$ cat src/rtl/dmem_pkg.sv
// Shared types and constants for the data-memory arbiter/sequencer.
package dmem_pkg;

  localparam int unsigned PORTS       = 2;
  localparam int unsigned DMEM_ADDR_W = 8;
  localparam int unsigned DMEM_DATA_W = 16;

  typedef enum logic [1:0] {IDLE, LO, HI, RESP} dmem_state_t;

  // One latched request; widths follow the memory geometry above.
  typedef struct packed {
    logic                   we;
    logic                   wide;
    logic [DMEM_ADDR_W-1:0] addr;
    logic [DMEM_DATA_W-1:0] wdata;
  } req_t;

  // Port index of a one-hot (or zero) two-port grant vector.
  function automatic logic grant_id(input logic [PORTS-1:0] grant);
    return grant[1];
  endfunction

endpackage

$ cat src/rtl/dmem_rr_arb.sv
// Two-input arbiter: round-robin on ties when RR_EN, otherwise port 0 always wins.
module dmem_rr_arb import dmem_pkg::*; #(
  parameter bit RR_EN = 1'b1
) (
  input  logic             Clk,
  input  logic             Reset,
  input  logic             i_en,
  input  logic [PORTS-1:0] i_req,
  output logic [PORTS-1:0] o_grant
);

  // Port favoured on the next tie; 0 after reset so port 0 wins the first tie.
  logic             r_prio;
  logic [PORTS-1:0] w_grant;

  // Grant decode; nothing is granted while disabled or in reset.
  always_comb begin
    w_grant = '0;
    if (i_en && !Reset) begin
      unique case (i_req)
        2'b01:   w_grant = 2'b01;
        2'b10:   w_grant = 2'b10;
        2'b11:   w_grant = (RR_EN && r_prio) ? 2'b10 : 2'b01;
        default: w_grant = 2'b00;
      endcase
    end
  end

  assign o_grant = w_grant;

  // Priority pointer: after each grant the other port is favoured.
  always_ff @(posedge Clk) begin
    if (Reset) begin
      r_prio <= 1'b0;
    end else if (|w_grant) begin
      r_prio <= w_grant[0];
    end
  end

endmodule

$ cat src/rtl/dmem_arbiter_ctrl.sv
// Arbitrates two requesters onto a byte-wide memory and sequences wide accesses
// as a low-byte cycle followed by a high-byte cycle.
module dmem_arbiter_ctrl import dmem_pkg::*; #(
  parameter int unsigned ADDR_W = DMEM_ADDR_W,  // must match the package req_t width
  parameter int unsigned DATA_W = DMEM_DATA_W,  // fixed at two bytes
  parameter bit          RR_EN  = 1'b1
) (
  input  logic              Clk,
  input  logic              Reset,
  input  logic              i_req0,
  input  logic              i_we0,
  input  logic              i_wide0,
  input  logic [ADDR_W-1:0] i_addr0,
  input  logic [DATA_W-1:0] i_wdata0,
  input  logic              i_req1,
  input  logic              i_we1,
  input  logic              i_wide1,
  input  logic [ADDR_W-1:0] i_addr1,
  input  logic [DATA_W-1:0] i_wdata1,
  output logic              o_ack0,
  output logic              o_ack1,
  output logic              o_done0,
  output logic              o_done1,
  output logic [DATA_W-1:0] o_rdata,
  output logic              o_busy,
  output logic              o_mem_write,
  output logic              o_mem_read,
  output logic              o_byte,
  output logic [ADDR_W-1:0] o_data_address,
  output logic [DATA_W-1:0] o_mem_data_in,
  input  logic [DATA_W-1:0] i_mem_data_out
);

  dmem_state_t       r_state, w_state_nxt;
  req_t              r_req;
  logic              r_owner;
  logic [DATA_W-1:0] r_rdata;

  logic [PORTS-1:0]  w_grant;
  logic              w_idle;
  logic [ADDR_W-1:0] w_addr_hi;
  req_t              w_req0, w_req1;

  assign w_idle    = (r_state == IDLE);
  assign w_addr_hi = r_req.addr + ADDR_W'(1);  // wraps 0xFF -> 0x00

  assign w_req0 = '{we: i_we0, wide: i_wide0, addr: i_addr0, wdata: i_wdata0};
  assign w_req1 = '{we: i_we1, wide: i_wide1, addr: i_addr1, wdata: i_wdata1};

  dmem_rr_arb #(
    .RR_EN (RR_EN)
  ) u_arb (
    .Clk     (Clk),
    .Reset   (Reset),
    .i_en    (w_idle),
    .i_req   ({i_req1, i_req0}),
    .o_grant (w_grant)
  );

  assign o_ack0 = w_grant[0];
  assign o_ack1 = w_grant[1];
  assign o_busy = !Reset && !w_idle;

  // State register.
  always_ff @(posedge Clk) begin
    if (Reset) begin
      r_state <= IDLE;
    end else begin
      r_state <= w_state_nxt;
    end
  end

  // Next-state: IDLE -> LO -> (HI if wide) -> RESP -> IDLE.
  always_comb begin
    w_state_nxt = r_state;
    unique case (r_state)
      IDLE:    if (|w_grant) w_state_nxt = LO;
      LO:      w_state_nxt = r_req.wide ? HI : RESP;
      HI:      w_state_nxt = RESP;
      RESP:    w_state_nxt = IDLE;
      default: w_state_nxt = IDLE;
    endcase
  end

  // Latch the granted request and assemble load data byte by byte.
  always_ff @(posedge Clk) begin
    if (Reset) begin
      r_req   <= '0;
      r_owner <= 1'b0;
      r_rdata <= '0;
    end else if (|w_grant) begin
      r_owner <= grant_id(w_grant);
      r_req   <= w_grant[1] ? w_req1 : w_req0;
      r_rdata <= '0;  // byte loads and stores return zero in unused bytes
    end else if (r_state == LO && !r_req.we) begin
      r_rdata[7:0] <= i_mem_data_out[7:0];
    end else if (r_state == HI && !r_req.we) begin
      r_rdata[DATA_W-1:8] <= i_mem_data_out[DATA_W-1:8];
    end
  end

  // Memory strobes, completion pulse and read data, all quiet during reset.
  always_comb begin
    o_mem_write    = 1'b0;
    o_mem_read     = 1'b0;
    o_byte         = 1'b0;
    o_data_address = '0;
    o_mem_data_in  = '0;
    o_done0        = 1'b0;
    o_done1        = 1'b0;
    o_rdata        = '0;
    if (!Reset) begin
      unique case (r_state)
        LO: begin
          o_mem_write    = r_req.we;
          o_mem_read     = !r_req.we;
          o_data_address = r_req.addr;
          o_mem_data_in  = r_req.we ? r_req.wdata : '0;
        end
        HI: begin
          o_mem_write    = r_req.we;
          o_mem_read     = !r_req.we;
          o_byte         = 1'b1;
          o_data_address = w_addr_hi;
          o_mem_data_in  = r_req.we ? r_req.wdata : '0;
        end
        RESP: begin
          o_done0 = !r_owner;
          o_done1 = r_owner;
          o_rdata = r_rdata;
        end
        default: ;
      endcase
    end
  end

endmodule

$ cat config.mk
export PLATFORM = sky130hd
export DESIGN_NAME = dmem_arbiter_ctrl
export DESIGN_NICKNAME = d
export VERILOG_FILES = /design/src/rtl/dmem_pkg.sv /design/src/rtl/dmem_rr_arb.sv /design/src/rtl/dmem_arbiter_ctrl.sv
export SDC_FILE = /design/constraint.sdc
export NUM_CORES = 1
export LEC_CHECK = 0
export ABC_CLOCK_PERIOD_IN_PS = 4570
export CAP_MARGIN = 20
export CORE_MARGIN = 10
export CORE_UTILIZATION = 23
export DETAILED_ROUTE_END_ITERATION = 6
export PLACE_DENSITY = 0.46
export REMOVE_ABC_BUFFERS = 1
export SYNTH_ARGS = -nofsm -noshare
export SYNTH_HDL_FRONTEND = slang
export SYNTH_SLANG_ARGS = --single-unit
$ cat constraint.sdc
create_clock -name Clk -period 4.57 [get_ports Clk]
set_clock_uncertainty 0.1 [all_clocks]
set_input_delay 0.457 -clock Clk [delete_from_list [all_inputs] [get_ports Clk]]
set_output_delay 0.457 -clock Clk [all_outputs]
set_load 0.03 [all_outputs]
==> results.cfg, run 1 <==
[global_routing]
grt_max_degree = 53
overflow = 0
antenna_found_initial = 0
grt_pass1_wl_mm = 14.4
grtUsageTotal = 0.110
first_global_vias = 2588

[sta]
setup_ws_ns = 1.23
max_freq_ghz = 0.299
setup_viol = 0
hold_viol_final = 0
fin_crit_sh = 0.731
rsz0062_at_grt = no
worst_slew_pin_slew_ns = 0.908
min_period_ns = 3.34
slew_headroom = 0.393
drv_slew = 0
setup-tns-final_ns = 0

[cells_and_area]
area_growth_pct = 53.1
fin_nets = 491
diodes = 0
fillers = 1154
drive_gt1_frac = 0.0556

[setup_path]
crit_slowest_cell = clkdlybuf4s50_1
worstPathArrival_ns = 2.78
criticalPathCategory = reg -> out
required_ns = 4.01
slowest_delay_ns = 0.74
end_kind = primary output
worstRegToRegCells = 7
path_cells = inv_1, ha_1, and2b_4, nand3_4, inv_4, clkdlybuf4s50_1
ff2ff_setup_slack_ns = 2.42
reg2reg_to = r_req[10]$_SDFFE_PP0P_
r2r-start = r_state[0]$_SDFFE_PP0P_
worstPathMaxFanout = 28
cp-start-kind = flip-flop

[detailed_routing]
wirelength_mm = 8.90
ant_nets = 0
first_pass_iters = 4
avgRoutedWirePerCell_um = 16.1
drc = 0
drt_iter0_drc = 147
vias_per_cell = 4.56
vias = 2524

[power_and_ir_drop]
power.switching_uw = 675
p_comb_frac = 0.476
p_int_uw = 972
switching_share = 0.410
power_leakage_uw = 0.00134
seqPwrFrac = 0.352
fin_total_pwr_uw = 1650
power.share.clock = 0.172
ir_drop_mv = 0.153
p_per_area_nw_per_um2 = 423

[cts]
clk_latency_ns = 0.30
cts_tree = built
cts_buffer_depth = 2
cts.sinks = 46
post_cts_resized = 0
clk_pin_slew_ns = 0.09
cts_setup_buffers = 0
cts_root_buf = clkbuf_8
numCtsBuffers = 5
ctsHtreeMaxLevel = 2
postCtsHoldBufs = 0

[die]
initial_core_util = 0.235
io_pins = 120
die_area_um2 = 15700
die_h_um = 125
rows = 38
die_x_um = 125
core-area_um2 = 10800

[synth]
synthCells = 308
synthFlopType = dfxtp_1
yosysWarnings = 0
synth_seq_area_share = 0.362
synth_seq_cells = 46
async_flop_share = 0
ys_types = 40
synth_edf_count = 0
syn_area_um2 = 2540
syn_avg_cell_area_um2 = 8.25

[hold_path]
hold_path.startpoint = r_rdata[14]$_SDFFE_PP0P_
hold_end = r_rdata[14]$_SDFFE_PP0P_
hold_path.class = reg -> reg
holdPathStages = 2

[place]
dp_slack_ns = 1.25
gp_congestion = 0.725
hpwl_mm = 6.60
io_buffer_count = 119

[run_status]
outcome = complete, no violations

[flow_run]
drv_cap = 0
## per-stage QoR
step | util | instance area [um^2] | hold WS [ns] | cells
final | 0.359 | 3890 | 0.393 | 554
after global routing | 0.359 | 3890 | 0.431 | 554
after CTS | 0.357 | 3870 | 0.402 | 553
after detailed placement | 0.348 | 3770 | 0.378 | 545
after global placement | 0.348 | 3770 | 0.368 | 545
after floorplan | - | 2400 | 0.352 | 285
## worst max-delay path by stage
stage,from,end,cells past startpoint
after floorplan,r_state[1]$_SDFFE_PP0P_,o_data_address[3],4
after global placement,Reset,o_ack1,5
after detailed placement,Reset,o_ack1,5
after CTS,r_state[0]$_SDFFE_PP0P_,o_ack1,6
after global routing,r_state[0]$_SDFFE_PP0P_,o_ack1,6
final,r_state[0]$_SDFFE_PP0P_,o_ack1,6
## power groups by stage
stage | Clock, uW | Sequential [uW] | Combinational [uW]
floorplan | 0 | 569 | 514
global placement | 0 | 587 | 771
detailed placement | 0 | 590 | 782
CTS | 295 | 581 | 785
global route | 312 | 598 | 871
finish | 283 | 580 | 784
## cells in the mapped netlist (2+ instances only)
library cell,number,share of area
clkbuf_1,4,0.0059
a311oi_1,4,0.014
ha_1,6,0.030
nand2b_1,5,0.012
mux2i_1,18,0.071
o21ai_0,4,0.0079
nand2_1,32,0.047
nor2b_1,3,0.0074
o311ai_0,2,0.0069
and3_1,4,0.0098
inv_2,2,0.0030
o311ai_2,4,0.026
nand3_1,30,0.059
nor2_1,22,0.032
and2_1,17,0.042
nor3_1,16,0.031
dfxtp_1,46,0.36
inv_1,27,0.040
buf_2,9,0.018
nor2_4,2,0.0089
buf_4,4,0.012
a21oi_1,5,0.0098
o311ai_1,20,0.069
buf_6,4,0.018
nand3b_1,2,0.0059
a31oi_1,2,0.0049
## cell type report
cell class,count,area (um^2),share of cell area
clock buffer,7,96.3,0.0248
sequential,46,921,0.237
timing repair buffer,121,1210,0.312
multi-input combinational,209,1360,0.350
clock inverter,1,8.76,0.00225
tap,140,175,0.0450
inverter,30,115,0.0296
## worst max-delay path: cells and delay by family, from the launching register on
kind / cells / cell delay [ns]
buffers and inverters: 3 / 1.28
adders and majority gates: 1 / 0.30
DFF: 1 / 0.34
and+or+nand+nor: 2 / 0.54
## logic make-up after synthesis
logic type / count (synthesis) / share of synthesized area
buffers and inverters: 53 / 0.102
and+or+nand+nor: 138 / 0.279
adders and majority gates: 6 / 0.0295
muxes: 18 / 0.0709
DFF: 46 / 0.362
AOI/OAI and AO/OA: 47 / 0.157
## cells in the final DEF, fill, tap and decap left out, types with 6 or more instances in the layout
cell	n
clkdlybuf4s50_1	118
dfxtp_1	46
nand2_1	32
nand3_1	30
inv_1	27
nor2_1	22
o311ai_1	20
mux2i_1	18
and2_1	17
nor3_1	16
clkbuf_8	7
ha_1	6
## flip-flops by register name, summed over array words and instances, names as in the netlist
signal / flops
r_owner: 1
r_rdata: 16
r_req: 26
u_arb.r_prio: 1
r_state: 2
## layer usage
layer | vias up | routed length (um) | global-route usage
li1 | 1281 | - | -
met1 | 1150 | 4240 | 0.144
met2 | 86 | 3800 | 0.168
met3 | 7 | 794 | 0.0439
met4 | 0 | 65 | 0.0203
met5 | - | 0 | 0
Note: power is estimated with default switching activity, not from simulation.
==> run 2, diff against run 1 <==
- ABC_CLOCK_PERIOD_IN_PS: 4570 -> 2700
- PLACE_DENSITY: 0.46 -> 0.48
- clock period: 4.57 -> 2.7 ns (I/O delays scaled with it)
==> results.cfg, run 2 (synthesis gave the netlist of run 1 again) <==
[run_status]
outcome = complete, no violations

[detailed_routing]
first_pass_iters = 4
drc = 0
vias_per_cell = 4.54
drt_iter0_drc = 88
wirelength_mm = 8.81
ant_nets = 0
vias = 2548
avgRoutedWirePerCell_um = 15.7

[global_routing]
grt_pass1_wl_mm = 14.5
antenna_found_initial = 0
overflow = 0
grtUsageTotal = 0.109
grt_max_degree = 38
first_global_vias = 2729

[cts]
cts_root_buf = clkbuf_8
clk_latency_ns = 0.29
cts_buffer_depth = 2
numCtsBuffers = 5
clk_pin_slew_ns = 0.08
cts.sinks = 46
cts_tree = built
ctsHtreeMaxLevel = 2

[power_and_ir_drop]
p_int_uw = 1700
ir_drop_mv = 0.398
power.switching_uw = 1140
p_per_area_nw_per_um2 = 735
power_leakage_uw = 0.00152
p_comb_frac = 0.478
power.share.clock = 0.178
seqPwrFrac = 0.344
switching_share = 0.403

[cells_and_area]
fillers = 1191
multi_input_comb_area_um2 = 1370
largest_reg_flops = 26
final_cell_mix = clkdlybuf4s50_1, buf_4, dfxtp_1
area_growth_pct = 52.0
stdcell_count = 561
diodes = 0
drive_gt1_frac = 0.171
fin_nets = 498
regMostFlops = r_req
layout_commonest_cell = clkdlybuf4s50_1
fin_util = 0.356
reg_top3 = r_req (26), r_rdata (16), r_state (2)
seq_area_um2 = 921

[sta]
setup_ws_ns = 0.219
min_period_ns = 2.48
drv_slew = 0
hold_viol_final = 0
setup-tns-final_ns = 0
fin_crit_sh = 0.919
rsz0062_at_grt = no
max_freq_ghz = 0.403
setup_viol = 0
worst_slew_pin_slew_ns = 0.626
slew_headroom = 0.582
hold_ws_ns = 0.390

[die]
die_h_um = 125
initial_core_util = 0.235
io_pins = 120
die_x_um = 125
core-area_um2 = 10800
rows = 38
die_area_um2 = 15700

[setup_path]
slowest_delay_ns = 0.40
crit_slowest_cell = dfxtp_1
required_ns = 2.33
end_kind = primary output
worstPathArrival_ns = 2.11
cp-start-kind = flip-flop
r2r-start = r_state[1]$_SDFFE_PP0P_
startpoint = r_state[1]$_SDFFE_PP0P_
path_common_cell = buf_4
criticalPathCategory = reg -> out
worstPathMaxFanout = 18
path_cells = inv_1, ha_1, nand2b_2, buf_4, nand3b_1, o32ai_1, buf_4

[hold_path]
hold_path.startpoint = r_rdata[3]$_SDFFE_PP0P_
hold_path.class = reg -> reg

[place]
hpwl_mm = 6.67
io_buffer_count = 119
gp_congestion = 0.748
dp_slack_ns = 0.353
dp_cells = 553

[flow_run]
drv_cap = 0
## run 2: repair_timing
item,CTS,global route
hold buffers,0,0
setup endpoints to repair,0,4
buffers inserted,0,0
resized for setup,0,4
## run 2: per-stage QoR
stage / instance area (um^2) / power, uW
final: 3860 / 2840
after global placement: 3750 / 2340
after CTS: 3850 / 2890
after detailed placement: 3750 / 2370
after global routing: 3860 / 3080
after floorplan: 2400 / 1830
## run 2: path summary, 6_finish.rpt
path                                   to  slack, ns  depth (start not counted)
setup / recovery        o_data_address[3]       0.22                          7
hold / removal    r_rdata[3]$_SDFFE_PP0P_       0.39                          2
setup reg to reg  r_rdata[8]$_SDFFE_PP0P_       0.67                          6
hold reg to reg   r_rdata[3]$_SDFFE_PP0P_       0.39                          2
## run 2: routing by layer
metal  GRT usage  up-vias  share of wire
met5           0        -              0
met4      0.0142        0         0.0028
met3      0.0376        2          0.072
met2       0.173       85           0.45
met1       0.143     1167           0.47
li1            -     1294              -
## run 2: critical path: cells and delay by family (launching register included)
kind | cells | cell delay, ns
buf+inv | 3 | 0.57
flops | 1 | 0.40
simple gates | 2 | 0.35
fa+ha+maj | 1 | 0.34
compound gates | 1 | 0.16
## run 2: power by group through the flow
stage | registers [uW] | logic [uW] | clock network, uW
after global routing | 1010 | 1510 | 560
after floorplan | 964 | 871 | 0
after detailed placement | 993 | 1380 | 0
final | 978 | 1360 | 505
after CTS | 979 | 1380 | 531
after global placement | 989 | 1350 | 0
## run 2: final cells by class
type	count	area share
Clock inverter	1	0.00777
Timing Repair Buffer	128	0.306
Tap cell	140	0.0453
Clock buffer	7	0.0198
Inverter	30	0.0298
Multi-Input combinational cell	209	0.353
Sequential cell	46	0.238
